### src/rtl/serializer_pkg.sv
// serializer_pkg
// Shared definitions for the multi-lane serializer slice: the FSM state
// encoding and the helpers that size the beat counter from the word/lane
// geometry.
//
// Optional feature macro: SERIALIZER_PARITY_EN adds a PARITY state that
// emits one even-parity beat after the last data beat of every word.
package serializer_pkg;

`ifdef SERIALIZER_PARITY_EN
  typedef enum logic [1:0] {
    ST_IDLE   = 2'd0,
    ST_SHIFT  = 2'd1,
    ST_PARITY = 2'd2
  } ser_state_t;
`else
  typedef enum logic [0:0] {
    ST_IDLE  = 1'b0,
    ST_SHIFT = 1'b1
  } ser_state_t;
`endif

  // Number of LANES-wide beats needed to emit one WIDTH-bit word.
  function automatic int calc_beats(input int width, input int lanes);
    return width / lanes;
  endfunction

  // The counter must be able to hold BEATS itself, not just BEATS-1.
  function automatic int calc_cnt_w(input int beats);
    return $clog2(beats + 1);
  endfunction

endpackage

### src/rtl/serializer_hold_buf.sv
// serializer_hold_buf
// One-entry skid buffer that parks the next word while the current one is
// still being shifted out.
//
// Ports:
//   i_clk   - clock, rising edge
//   i_rst   - asynchronous active-high reset (empties the buffer)
//   i_load  - capture iv_din and mark the entry valid
//   i_take  - release the entry (its word has moved to the shift register)
//   iv_din  - word to capture
//   ov_data - buffered word
//   o_valid - entry occupied
module serializer_hold_buf #(
  parameter int WIDTH = 24
) (
  input  logic             i_clk,
  input  logic             i_rst,
  input  logic             i_load,
  input  logic             i_take,
  input  logic [WIDTH-1:0] iv_din,
  output logic [WIDTH-1:0] ov_data,
  output logic             o_valid
);

  import serializer_pkg::*;

  // Load and take are never requested together by the serializer; if they
  // ever were, keeping the newly loaded word is the safe choice.
  always_ff @(posedge i_clk or posedge i_rst) begin
    if (i_rst) begin
      ov_data <= '0;
      o_valid <= 1'b0;
    end else if (i_load) begin
      ov_data <= iv_din;
      o_valid <= 1'b1;
    end else if (i_take) begin
      o_valid <= 1'b0;
    end
  end

endmodule

### src/rtl/serializer_mlane.sv
// serializer_mlane
// Parallel-to-serial converter: accepts WIDTH-bit words with a valid/ready
// handshake and emits them as WIDTH/LANES beats of LANES bits each, with a
// one-word hold buffer so consecutive words stream without a bubble.
//
// Parameters:
//   WIDTH     - input word width (must be a multiple of LANES)
//   LANES     - output bits per beat
//   MSB_FIRST - 0: lowest LANES bits first, 1: highest LANES bits first
//
// Ports:
//   i_clk        - clock, rising edge
//   i_rst        - asynchronous active-high reset
//   i_en         - clock enable; low freezes all state and handshakes
//   iv_din       - parallel word
//   i_din_valid  - iv_din valid
//   o_din_ready  - word accepted when i_din_valid && o_din_ready
//   ov_dout      - current beat
//   o_dout_valid - ov_dout valid
//   i_dout_ready - beat consumed when o_dout_valid && i_dout_ready
//   o_dout_last  - marks the final beat of a word
//   o_busy       - word in flight or hold buffer occupied
//
// Optional feature macro: SERIALIZER_PARITY_EN appends an even-parity beat
// (parity on lane 0, other lanes 0) after each word; o_dout_last then marks
// the parity beat instead of the last data beat.
module serializer_mlane #(
  parameter int WIDTH     = 24,
  parameter int LANES     = 1,
  parameter int MSB_FIRST = 0
) (
  input  logic             i_clk,
  input  logic             i_rst,
  input  logic             i_en,
  input  logic [WIDTH-1:0] iv_din,
  input  logic             i_din_valid,
  output logic             o_din_ready,
  output logic [LANES-1:0] ov_dout,
  output logic             o_dout_valid,
  input  logic             i_dout_ready,
  output logic             o_dout_last,
  output logic             o_busy
);

  import serializer_pkg::*;

  localparam int BEATS = calc_beats(WIDTH, LANES);
  localparam int CNT_W = calc_cnt_w(BEATS);
  localparam logic [CNT_W-1:0] LAST_CNT = CNT_W'(BEATS - 1);

  if (WIDTH % LANES != 0) begin : g_bad_lanes
    $error("serializer_mlane: WIDTH must be a multiple of LANES");
  end

  ser_state_t       state_q;
  ser_state_t       state_d;
  logic [WIDTH-1:0] shreg_q;
  logic [CNT_W-1:0] cnt_q;
  logic             valid_q;
  logic [WIDTH-1:0] hold_data;
  logic             hold_valid;
  logic [WIDTH-1:0] load_word;
`ifdef SERIALIZER_PARITY_EN
  logic             parity_q;
`endif

  logic accept;
  logic beat_hs;
  logic data_last;
  logic final_beat;
  logic load_din;
  logic load_hold;
  logic hold_load;
  logic hold_take;
  logic advance;
  logic word_done;

  assign o_din_ready  = i_en && !hold_valid;
  assign accept       = i_din_valid && o_din_ready;
  assign o_dout_valid = valid_q && i_en;
  assign beat_hs      = o_dout_valid && i_dout_ready;
  assign data_last    = (state_q == ST_SHIFT) && (cnt_q == LAST_CNT);
`ifdef SERIALIZER_PARITY_EN
  assign final_beat   = (state_q == ST_PARITY);
`else
  assign final_beat   = data_last;
`endif
  assign o_dout_last  = final_beat;
  assign o_busy       = (state_q != ST_IDLE) || hold_valid;
  assign load_word    = load_hold ? hold_data : iv_din;

  serializer_hold_buf #(.WIDTH(WIDTH)) u_hold (
    .i_clk   (i_clk),
    .i_rst   (i_rst),
    .i_load  (hold_load),
    .i_take  (hold_take),
    .iv_din  (iv_din),
    .ov_data (hold_data),
    .o_valid (hold_valid)
  );

  // State register.
  always_ff @(posedge i_clk or posedge i_rst) begin
    if (i_rst) begin
      state_q <= ST_IDLE;
    end else begin
      state_q <= state_d;
    end
  end

  // Next-state and datapath control. At the end of a word the hold buffer
  // has priority; if it is empty, a word arriving in that same cycle goes
  // straight into the shift register so the stream never bubbles.
  always_comb begin
    state_d   = state_q;
    load_din  = 1'b0;
    load_hold = 1'b0;
    hold_load = 1'b0;
    hold_take = 1'b0;
    advance   = 1'b0;
    word_done = 1'b0;
    case (state_q)
      ST_IDLE: begin
        if (accept) begin
          load_din = 1'b1;
          state_d  = ST_SHIFT;
        end
      end
      ST_SHIFT: begin
        if (beat_hs) begin
          if (final_beat) begin
            word_done = 1'b1;
          end else begin
            advance = 1'b1;
`ifdef SERIALIZER_PARITY_EN
            if (data_last) begin
              state_d = ST_PARITY;
            end
`endif
          end
        end
      end
`ifdef SERIALIZER_PARITY_EN
      ST_PARITY: begin
        if (beat_hs) begin
          word_done = 1'b1;
        end
      end
`endif
      default: state_d = ST_IDLE;
    endcase

    if (word_done) begin
      if (hold_valid) begin
        load_hold = 1'b1;
        hold_take = 1'b1;
        state_d   = ST_SHIFT;
      end else if (accept) begin
        load_din = 1'b1;
        state_d  = ST_SHIFT;
      end else begin
        state_d = ST_IDLE;
      end
    end else if (accept && (state_q != ST_IDLE)) begin
      hold_load = 1'b1;
    end
  end

  // Shift register, beat counter and output-valid flag. Any reset throws
  // away a partially emitted word.
  always_ff @(posedge i_clk or posedge i_rst) begin
    if (i_rst) begin
      shreg_q  <= '0;
      cnt_q    <= '0;
      valid_q  <= 1'b0;
`ifdef SERIALIZER_PARITY_EN
      parity_q <= 1'b0;
`endif
    end else if (load_din || load_hold) begin
      shreg_q  <= load_word;
      cnt_q    <= '0;
      valid_q  <= 1'b1;
`ifdef SERIALIZER_PARITY_EN
      parity_q <= ^load_word;
`endif
    end else if (advance) begin
      if (MSB_FIRST != 0) begin
        shreg_q <= shreg_q << LANES;
      end else begin
        shreg_q <= shreg_q >> LANES;
      end
      cnt_q <= cnt_q + CNT_W'(1);
    end else if (word_done) begin
      cnt_q   <= '0;
      valid_q <= 1'b0;
    end
  end

  // The current beat always sits at the outgoing end of the shift register.
  always_comb begin
    if (MSB_FIRST != 0) begin
      ov_dout = shreg_q[WIDTH-1 -: LANES];
    end else begin
      ov_dout = shreg_q[LANES-1:0];
    end
`ifdef SERIALIZER_PARITY_EN
    if (state_q == ST_PARITY) begin
      ov_dout    = '0;
      ov_dout[0] = parity_q;
    end
`endif
  end

endmodule
### config.mk
export PLATFORM = sky130hd
export DESIGN_NAME = serializer_mlane
export DESIGN_NICKNAME = d
export VERILOG_FILES = /design/src/rtl/serializer_pkg.sv /design/src/rtl/serializer_hold_buf.sv /design/src/rtl/serializer_mlane.sv
export SDC_FILE = /design/constraint.sdc
export NUM_CORES = 1
export LEC_CHECK = 0
export CAP_MARGIN = 10
export CORE_ASPECT_RATIO = 1.4
export CORE_MARGIN = 2
export CORE_UTILIZATION = 25
export CTS_CLUSTER_DIAMETER = 100
export CTS_CLUSTER_SIZE = 14
export DETAILED_ROUTE_END_ITERATION = 8
export SYNTH_ARGS = -nofsm -noshare
export SYNTH_HDL_FRONTEND = slang
export SYNTH_SLANG_ARGS = --single-unit
### constraint.sdc
create_clock -name i_clk -period 2.4 [get_ports i_clk]
set_input_delay 0.48 -clock i_clk [delete_from_list [all_inputs] [get_ports i_clk]]
set_output_delay 0.48 -clock i_clk [all_outputs]
set_load 0.05 [all_outputs]
* After elaboration in Yosys (flattened, before gate mapping)
Cells that the tools add are included.
Storage, ports and cells: register bits 56, bits of input ports 29, word-level logic and storage cells 52
Operators by class: $add $sub $neg 1, equal/unequal tests 2, multiplexer cells 29, reductions and logical operators 14
Operators with widths (number):
- $mux 24 | 3
- $mux 1 | 23
- $mux 5 | 3
- $logic_and 1x1->1 | 6
- $reduce_bool 2->1 | 3
- $add 5x1->5 const B | 1
- $eq 5x5->1 const B | 1
- $reduce_bool 3->1 | 1
- $logic_or 1x1->1 | 2
- $ne 2x1->1 const B | 1
- $reduce_and 2->1 | 1
- $logic_not 1->1 | 1

* Logic depth before layout (Yosys ltp)
Gate-level depths: netlist of the first run.
word-level depth 11, mapped depth 7, gate-level depth less buffers 5

* Cells and area by module
From an unflattened synthesis of the first run, not the netlist that was laid out.
Unflattened totals: cells, all modules 239, area total of the unflattened synthesis 2771.4 sq um
Modules (own cells, without submodules):
- serializer_mlane | instances 1, cells each 184, area an instance 1737.9 sq um
- serializer_hold_buf | instances 1, cells each 55, area an instance 1033.5 sq um

* Least setup slack after synthesis of the first run
OpenSTA, ideal clock, no wires.
path type reg-to-output, from register cnt_q[0], to output port o_dout_last, arrival time 1.673 ns, data required time 1.920 ns, setup slack 0.247 ns, stages on the path, launching flop included 6, buffers on the path 2, cell sequence dfrtp_1 -> ha_1 -> and4b_1 -> buf_4 -> clkbuf_1 -> and2_1
On the way: word-level cells in the longest chain between the ends 2
RTL lines:
- start, declared | line serializer_mlane.sv:58 | logic [CNT_W-1:0] cnt_q;
- start signal, assigned | line serializer_mlane.sv:192 | cnt_q <= cnt_q + CNT_W'(1);
- $eq 5x5->1 | line serializer_mlane.sv:82 | assign data_last = (state_q == ST_SHIFT) && (cnt_q == LAST_CNT);
- $logic_and 1x1->1 | line serializer_mlane.sv:82
- end, declared | line serializer_mlane.sv:41 | output logic o_dout_last,
Every way passes these cells.

* Worst setup path in the final report of the first run
Same ends and word-level chain as after synthesis.

==> results of run 1 <==
[critical path, cell delays in order, from the launching register on]
cell	delay (ps)
dfrtp_1	400
ha_2	250
and4b_2	300
buf_4	220
and2_1	200
buf_12	150
[logic make-up (layout without fill, tap and decap cells)]
group | Yosys count | in the layout | synth area share, %
AND/OR/NAND/NOR | 70 | 70 | 13.31
buffers and inverters | 19 | 54 | 4.358
adder cells (fa/ha/maj) | 1 | 1 | 0.4685
multiplexers | 24 | 24 | 11.39
flip-flops | 56 | 56 | 52.48
AO/OA/AOI/OAI | 63 | 63 | 17.99
[stage by stage]
stage	cell area (µm²)	cells	TNS, ps	total power [mW]	hold WS [ps]
after global placement	3216	398	-861.3	2.546	474.0
after CTS	3410	406	0	3.561	394.5
after detailed placement	3216	398	-1503	2.596	483.3
after floorplan	2670	233	0	2.300	465.1
after global routing	3413	406	0	3.738	431.6
final	3413	406	0	3.531	394.8
[synthesized netlist by cell type (all sizes together)]
| master | n |
|---|---|
| nand3 | 24 |
| o31ai | 1 |
| and4b | 1 |
| ha | 1 |
| nand4 | 2 |
| mux2 | 24 |
| nor2b | 1 |
| and2 | 2 |
| nand4b | 1 |
| nor3 | 1 |
| nand2 | 28 |
| buf | 11 |
| or2 | 1 |
| a211o | 1 |
| clkbuf | 7 |
| a22o | 1 |
| a32o | 1 |
| a221o | 24 |
| o41ai | 1 |
| inv | 1 |
| nor4bb | 1 |
| and4 | 1 |
| a21boi | 1 |
| nor2 | 5 |
| and3 | 2 |
| a21oi | 26 |
| o21ai | 7 |
| dfrtp | 56 |
[state kept, by name, summed over array words and instances, names as in the netlist]
name,count
state_q,1
shreg_q,24
u_hold.ov_data,24
u_hold.o_valid,1
cnt_q,5
valid_q,1
[worst min-delay path by stage]
stage	cells after the start	endpoint	from
after floorplan	1	u_hold.ov_data[0]	u_hold.ov_data[0]
after global placement	1	u_hold.ov_data[8]	u_hold.ov_data[8]
after detailed placement	1	u_hold.ov_data[8]	u_hold.ov_data[8]
after CTS	2	shreg_q[23]	i_rst
after global routing	2	u_hold.ov_data[0]	i_rst
final	2	shreg_q[23]	i_rst
[cell type report]
class	count	share of cell area [%]
clock buffers	5	3.666
clock inverters	3	2.016
inverters	1	0.1100
multi-input cells	158	33.87
flip-flops and latches	56	41.06
well taps	138	5.059
repair buffers	45	14.22
[layer usage]
metal / global-route usage (%) / share of wire [%] / up-vias
li1: - / - / 938
met1: 13.43 / 44 / 988
met2: 20.61 / 52 / 41
met3: 1.854 / 3.1 / 7
met4: 3.743 / 1.3 / 0
met5: 0 / 0 / -
[power breakdown]
part | internal [mW] | switching, mW
logic | 0.552 | 0.380
registers | 1.38 | 0.267
clock network | 0.602 | 0.352
==> flow_summary.ini, run 1 <==
[synthesis]
synth_top_area_share_pct = 52.48
synth_area_leaders = dfrtp_1, a221o_1, mux2_4
ys_warn_count = 0
syn_area_um2 = 2670
ys_seq_elements = 56
yosys.area.top_type = dfrtp_1
syn_nets = 263
ys_types = 35
synthCells = 233
syn_area_per_cell_um2 = 11.46
yosysSeqAreaShare_pct = 52.48

[critical_path]
crit_path_end_kind = output port
crit_type = register to output port
cp-endpoint = o_dout_last
timing.reg2reg.setup_slack_ps = 230
rr_endpoint = shreg_q[7]
rr_worst_depth = 5
path_max_fanout = 12
worstPathRequired_ps = 1920
crit_path_start = cnt_q[0]
r2r_start = cnt_q[0]
cp.arrival_ps = 1820
worstSetupStartpointType = register

[die]
fp.dieW_um = 91.34
die_h_um = 126.3
die-area_um2 = 11530
core_um2 = 10410
start_util_pct = 25.66
row_count = 44
io_pins = 34

[clocking]
htreeDepth = 2
insertion_delay_ps = 300
cts_tree = done
cts_setup_buffers = 0
clkTransAtPathRegs_ps = 80
root_buffer = clkbuf_16
cts_made_buffers = 5
post_cts_resized = 0
cts_buffer_depth = 2
hold_buffers = 0
cts_sinks = 56

[worst_hold_path]
hold_class = primary input to async pin

[drt]
firstDrtPassIters = 4
viasPerCell = 4.862
wl_per_cell_um = 15.17
vias = 1974
route.final.wire_length_um = 6157
antenna_left = 0
first_iter_violations = 168
drc = 0

[place]
dpl.hpwl_um = 4094
globalplace.congestion = 0.7291
portBuffers = 33
dp_slack_ps = -83.70

[layout]
utilization_pct = 32.80
fin_nets = 297
area_growth_pct = 27.83
final_cell_mix = dfrtp_1, clkdlybuf4s50_1, nand2_1
fill_cells = 1042
multi_input_area_um2 = 1156
seqCellArea_um2 = 1401
num_antenna_cells = 0
drive_gt1_share_pct = 19.03
final_common_cell = dfrtp_1

[timing]
slew_viol_final = 0
setup_viol = 0
max_freq_mhz = 435.3
grt_setup_unrepaired = false
finalClockSkew_ps = 9.717
fin_ws_ps = 102.8
relSlewSlack_pct = 33.60
worst_slew_pin_slew_ps = 992.7
min_period_ps = 2297
finalCritPeriodShare_pct = 95.72
hold_viol = 0

[pwr]
leakage_nw = 1.446
ir_drop_uv = 509.0
p_per_area_nw_per_um2 = 1035

[global_route]
grt_util_all_layers_pct = 11.32
antenna_found_initial = 0
overflow = 0
grt_max_degree = 31
grt_pass1_vias = 2101
grt_pass1_wl_um = 10450

[outcome]
status = finished, final reports clean

[job]
cap_violations = 0
No activity file was read; power rests on OpenSTA's default activity.
==> inputs of run 2 (changes only) <==
Clock period 2.4 ns to 1.95 ns, I/O delays scaled along.
==> flow_summary.ini, run 2 (synthesized netlist as in run 1, its figures left out) <==
[die]
core_um2 = 10410
die-area_um2 = 11530
die_h_um = 126.3
io_pins = 34
row_count = 44
start_util_pct = 25.66
fp.dieW_um = 91.34

[drt]
viasPerCell = 4.825
vias = 2041
drc = 0
first_iter_violations = 129
firstDrtPassIters = 4
route.final.wire_length_um = 6581
wl_per_cell_um = 15.56
antenna_left = 0

[timing]
hold_viol = 0
max_freq_mhz = 516.3
finalCritPeriodShare_pct = 99.33
relSlewSlack_pct = 65.82
grt_setup_unrepaired = true
worst_slew_pin_slew_ps = 511.9
finalClockSkew_ps = 4.240
min_period_ps = 1937
slew_viol_final = 0
setup_viol = 0

[global_route]
grt_max_degree = 27
grt_pass1_vias = 2055
overflow = 0
grt_pass1_wl_um = 10630
antenna_found_initial = 0
grt_util_all_layers_pct = 11.55

[clocking]
htreeDepth = 2
cts_buffer_depth = 2
cts_tree = done
cts_made_buffers = 5
insertion_delay_ps = 290
hold_buffers = 0
clkTransAtPathRegs_ps = 70
root_buffer = clkbuf_16
cts_sinks = 56

[outcome]
status = finished, final reports clean

[critical_path]
path_max_fanout = 3
r2r_start = cnt_q[1]
cpMostUsedCell = buf_12
crit_slowest_cell = dfrtp_1
crit_path_end_kind = output port
crit_chain = ha_2 -> and4b_2 -> buf_12 -> and2_4 -> buf_12
crit_type = register to output port
cp_top_family = flip-flops
worstSetupStartpointType = register
timing.critical_path.buf_inv = 2
crit_path_start = cnt_q[1]
cp.arrival_ps = 1550
worstPathRequired_ps = 1560
slowest_delay_ps = 400

[layout]
area_growth_pct = 36.08
top_regs = shreg_q (24), u_hold.ov_data (24), cnt_q (5)
finalInstanceArea_um2 = 3633
num_antenna_cells = 0
drive_gt1_share_pct = 25.26
final_cell_mix = dfrtp_1, clkdlybuf4s50_1, nand2_1
fin_nets = 315
final_common_cell = dfrtp_1

[place]
dpl_cell_area_um2 = 3299
dpl.hpwl_um = 4261
globalplace.congestion = 0.7363
portBuffers = 33

[worst_hold_path]
hold_class = primary input to async pin

[pwr]
leakage_nw = 1.563
power_mw = 4.190
p_per_area_nw_per_um2 = 1153
ir_drop_uv = 528.7

[job]
cap_violations = 0
-- run 2: cell types whose count changed in the layout (fill, tap and decap cells not counted), moves of 2 or more --
cell,previous run,this run
buf_4,10,19
buf_12,6,11
bufinv_16,2,0
clkbuf_8,0,2
-- run 2: repair_timing --
action	CTS	global route
gates cloned	2	1
endpoints found under the setup margin	25	48
pin swaps	2	3
buffers inserted	1	5
gates resized for setup	8	2
-- run 2: area by class of cell --
type                       count  area (µm²)
tap                          138       172.7
timing repair buffer          62       721.9
inverter                       1       3.754
multi-input combinational    159        1181
fill                        1035        6771
clock buffer                   7       152.6
sequential                    56        1401
-- run 2: per-layer routing --
| metal | vias to the layer above | GRT usage, % | wire length, µm |
|---|---|---|---|
| li1 | 974 | - | - |
| met1 | 1025 | 15.04 | 2894 |
| met2 | 35 | 19.56 | 3445 |
| met3 | 7 | 2.033 | 156 |
| met4 | 0 | 3.476 | 85 |
| met5 | - | 0 | 0 |
-- run 2: worst paths after layout --
| path | endpoint | slack (ps) | cells past startpoint |
|---|---|---|---|
| setup reg to reg | u_hold.ov_data[0] | 90 | 7 |
| min in group i_clk | u_hold.ov_data[8] | 490 | 1 |
| setup / recovery | o_dout_last | 10 | 5 |
| hold / removal | u_hold.ov_data[21] | 450 | 2 |
| max in group asynchronous | u_hold.ov_data[10] | 960 | 3 |
| hold reg to reg | u_hold.ov_data[8] | 490 | 1 |
-- run 2: stage by stage --
stage / setup TNS (ps) / hold slack (ps) / utilization, % / std cells / setup WS [ps]
detailed placement: -14550 / 482.6 / 31.71 / 407 / -447.8
global placement: -13380 / 474.7 / 31.71 / 407 / -409.2
global route: -32.70 / 510.6 / 34.92 / 423 / -28.87
floorplan: 0 / 465.1 / - / 233 / 7.591
CTS: -53.94 / 466.5 / 33.92 / 417 / -53.94
finish: 0 / 449.3 / 34.92 / 423 / 13.07
-- run 2: power breakdown --
part,total [mW],switching (mW),internal [mW],leakage [nW]
logic,1.24,0.499,0.742,0.810
registers,2.02,0.324,1.70,0.676
clock network,0.926,0.386,0.540,0.0760
==> inputs of run 3 (changes only) <==
Settings changed: ABC_CLOCK_PERIOD_IN_PS set to 1600.
Clock period 1.95 ns to 1.6 ns, I/O delays scaled along.
==> flow_summary.ini, run 3 (synthesized netlist as in run 1, its figures left out) <==
[outcome]
status = finished with violations
violations = negative setup slack

[timing]
grt_setup_unrepaired = true
max_freq_mhz = 543.7
finalCritPeriodShare_pct = 114.9
slew_viol_final = 0
setup_viol = 49
whs_ps = 334.1
fin_ws_ps = -239.1
min_period_ps = 1839
finalClockSkew_ps = 7.247
worst_slew_pin_slew_ps = 399.1
fin_tns_setup_ps = -9262
hold_viol = 0
relSlewSlack_pct = 73.29

[global_route]
grt_pass1_wl_um = 10740
antenna_found_initial = 0
grt_max_degree = 28
overflow = 0
grt_pass1_vias = 2186
grt_util_all_layers_pct = 11.56

[drt]
route.final.wire_length_um = 6517
vias = 2118
firstDrtPassIters = 4
antenna_left = 0
wl_per_cell_um = 15.16
drc = 0
first_iter_violations = 180
viasPerCell = 4.926

[pwr]
leakage_nw = 1.649
power_mw = 5.304
p_per_area_nw_per_um2 = 1409
ir_drop_uv = 562.6

[clocking]
cts_sinks = 56
htreeDepth = 2
cts_made_buffers = 5
insertion_delay_ps = 290
root_buffer = clkbuf_16
cts_buffer_depth = 2
clkTransAtPathRegs_ps = 70
hold_buffers = 0
cts_tree = done

[layout]
fin_nets = 321
area_growth_pct = 40.96
fill_cells = 999
utilization_pct = 36.17
top_regs = shreg_q (24), u_hold.ov_data (24), cnt_q (5)
final_cell_mix = dfrtp_1, clkdlybuf4s50_1, nand2_1
num_antenna_cells = 0
final_common_cell = dfrtp_1
finalInstanceArea_um2 = 3764
final_cells = 430
drive_gt1_share_pct = 30.14

[place]
globalplace.congestion = 0.7415
portBuffers = 33
dp_slack_ps = -456.6
dp_cells = 414
dpl_cell_area_um2 = 3445
dpl.hpwl_um = 4568

[die]
die-area_um2 = 11530
fp.dieW_um = 91.34
io_pins = 34
core_um2 = 10410
start_util_pct = 25.66
die_h_um = 126.3
row_count = 44

[critical_path]
worstPathRequired_ps = 1280
crit_path_end_kind = output port
worstSetupStartpointType = register
path_max_fanout = 3
crit_type = register to output port
cp.arrival_ps = 1520

[job]
cap_violations = 0

[worst_hold_path]
hold_class = primary input to async pin
-- run 3: cell count changes in the layout (fill, tap and decap cells not counted), sizes merged --
| cell | delta |
|---|---|
| clkbuf | +1 |
| clkdlybuf4s50 | -1 |
| clkinvlp | +1 |
| inv | -1 |
| nor3 | -1 |
| buf | +9 |
| bufbuf | -1 |
-- run 3: critical path: stages (launching register included) --
cell and delay, ps:
dfrtp_1 410, ha_4 170, and4b_2 260, buf_6 120, and2_4 130, buf_12 140
-- run 3: path summary, 6_finish.rpt --
| check | start | endpoint | slack, ps | cells past startpoint |
|---|---|---|---|---|
| setup / recovery | cnt_q[0] | o_dout_last | -240 | 5 |
| hold / removal | i_rst | cnt_q[0] | 330 | 2 |
| setup reg to reg | cnt_q[0] | u_hold.ov_data[6] | -230 | 7 |
| hold reg to reg | cnt_q[4] | cnt_q[4] | 490 | 1 |
| max in group asynchronous | i_rst | u_hold.ov_data[11] | 850 | 3 |
| min in group i_clk | cnt_q[4] | cnt_q[4] | 490 | 1 |
-- run 3: routing by layer --
layer	vias to the layer above	wire length, µm	part of all wire, %	GRT usage (%)
met5	-	0	0	0
met3	4	206	3.2	1.734
met1	1076	2707	42	14.42
met2	48	3541	54	20.74
met4	0	61	0.94	3.030
li1	990	-	-	-
-- run 3: area by class of cell --
| cell class | instances | area, µm² | area share (%) |
|---|---|---|---|
| tap | 138 | 172.7 | 4.588 |
| sequential | 56 | 1401 | 37.23 |
| timing repair buffer | 69 | 789.5 | 20.98 |
| clock buffer | 8 | 146.4 | 3.890 |
| multi-input combinational | 158 | 1246 | 33.11 |
| inverter | 1 | 7.507 | 0.1995 |
-- run 3: repair_timing --
item,CTS,global route
pin swaps,3,1
gates cloned,2,1
setup endpoints to repair,51,56
buffers inserted,4,1
gates resized for setup,10,11
-- run 3: power by group --
group	leakage [nW]	internal, mW	switching (mW)
Sequential	0.676	2.07	0.394
Combinational	0.902	1.08	0.680
Clock	0.0712	0.625	0.454
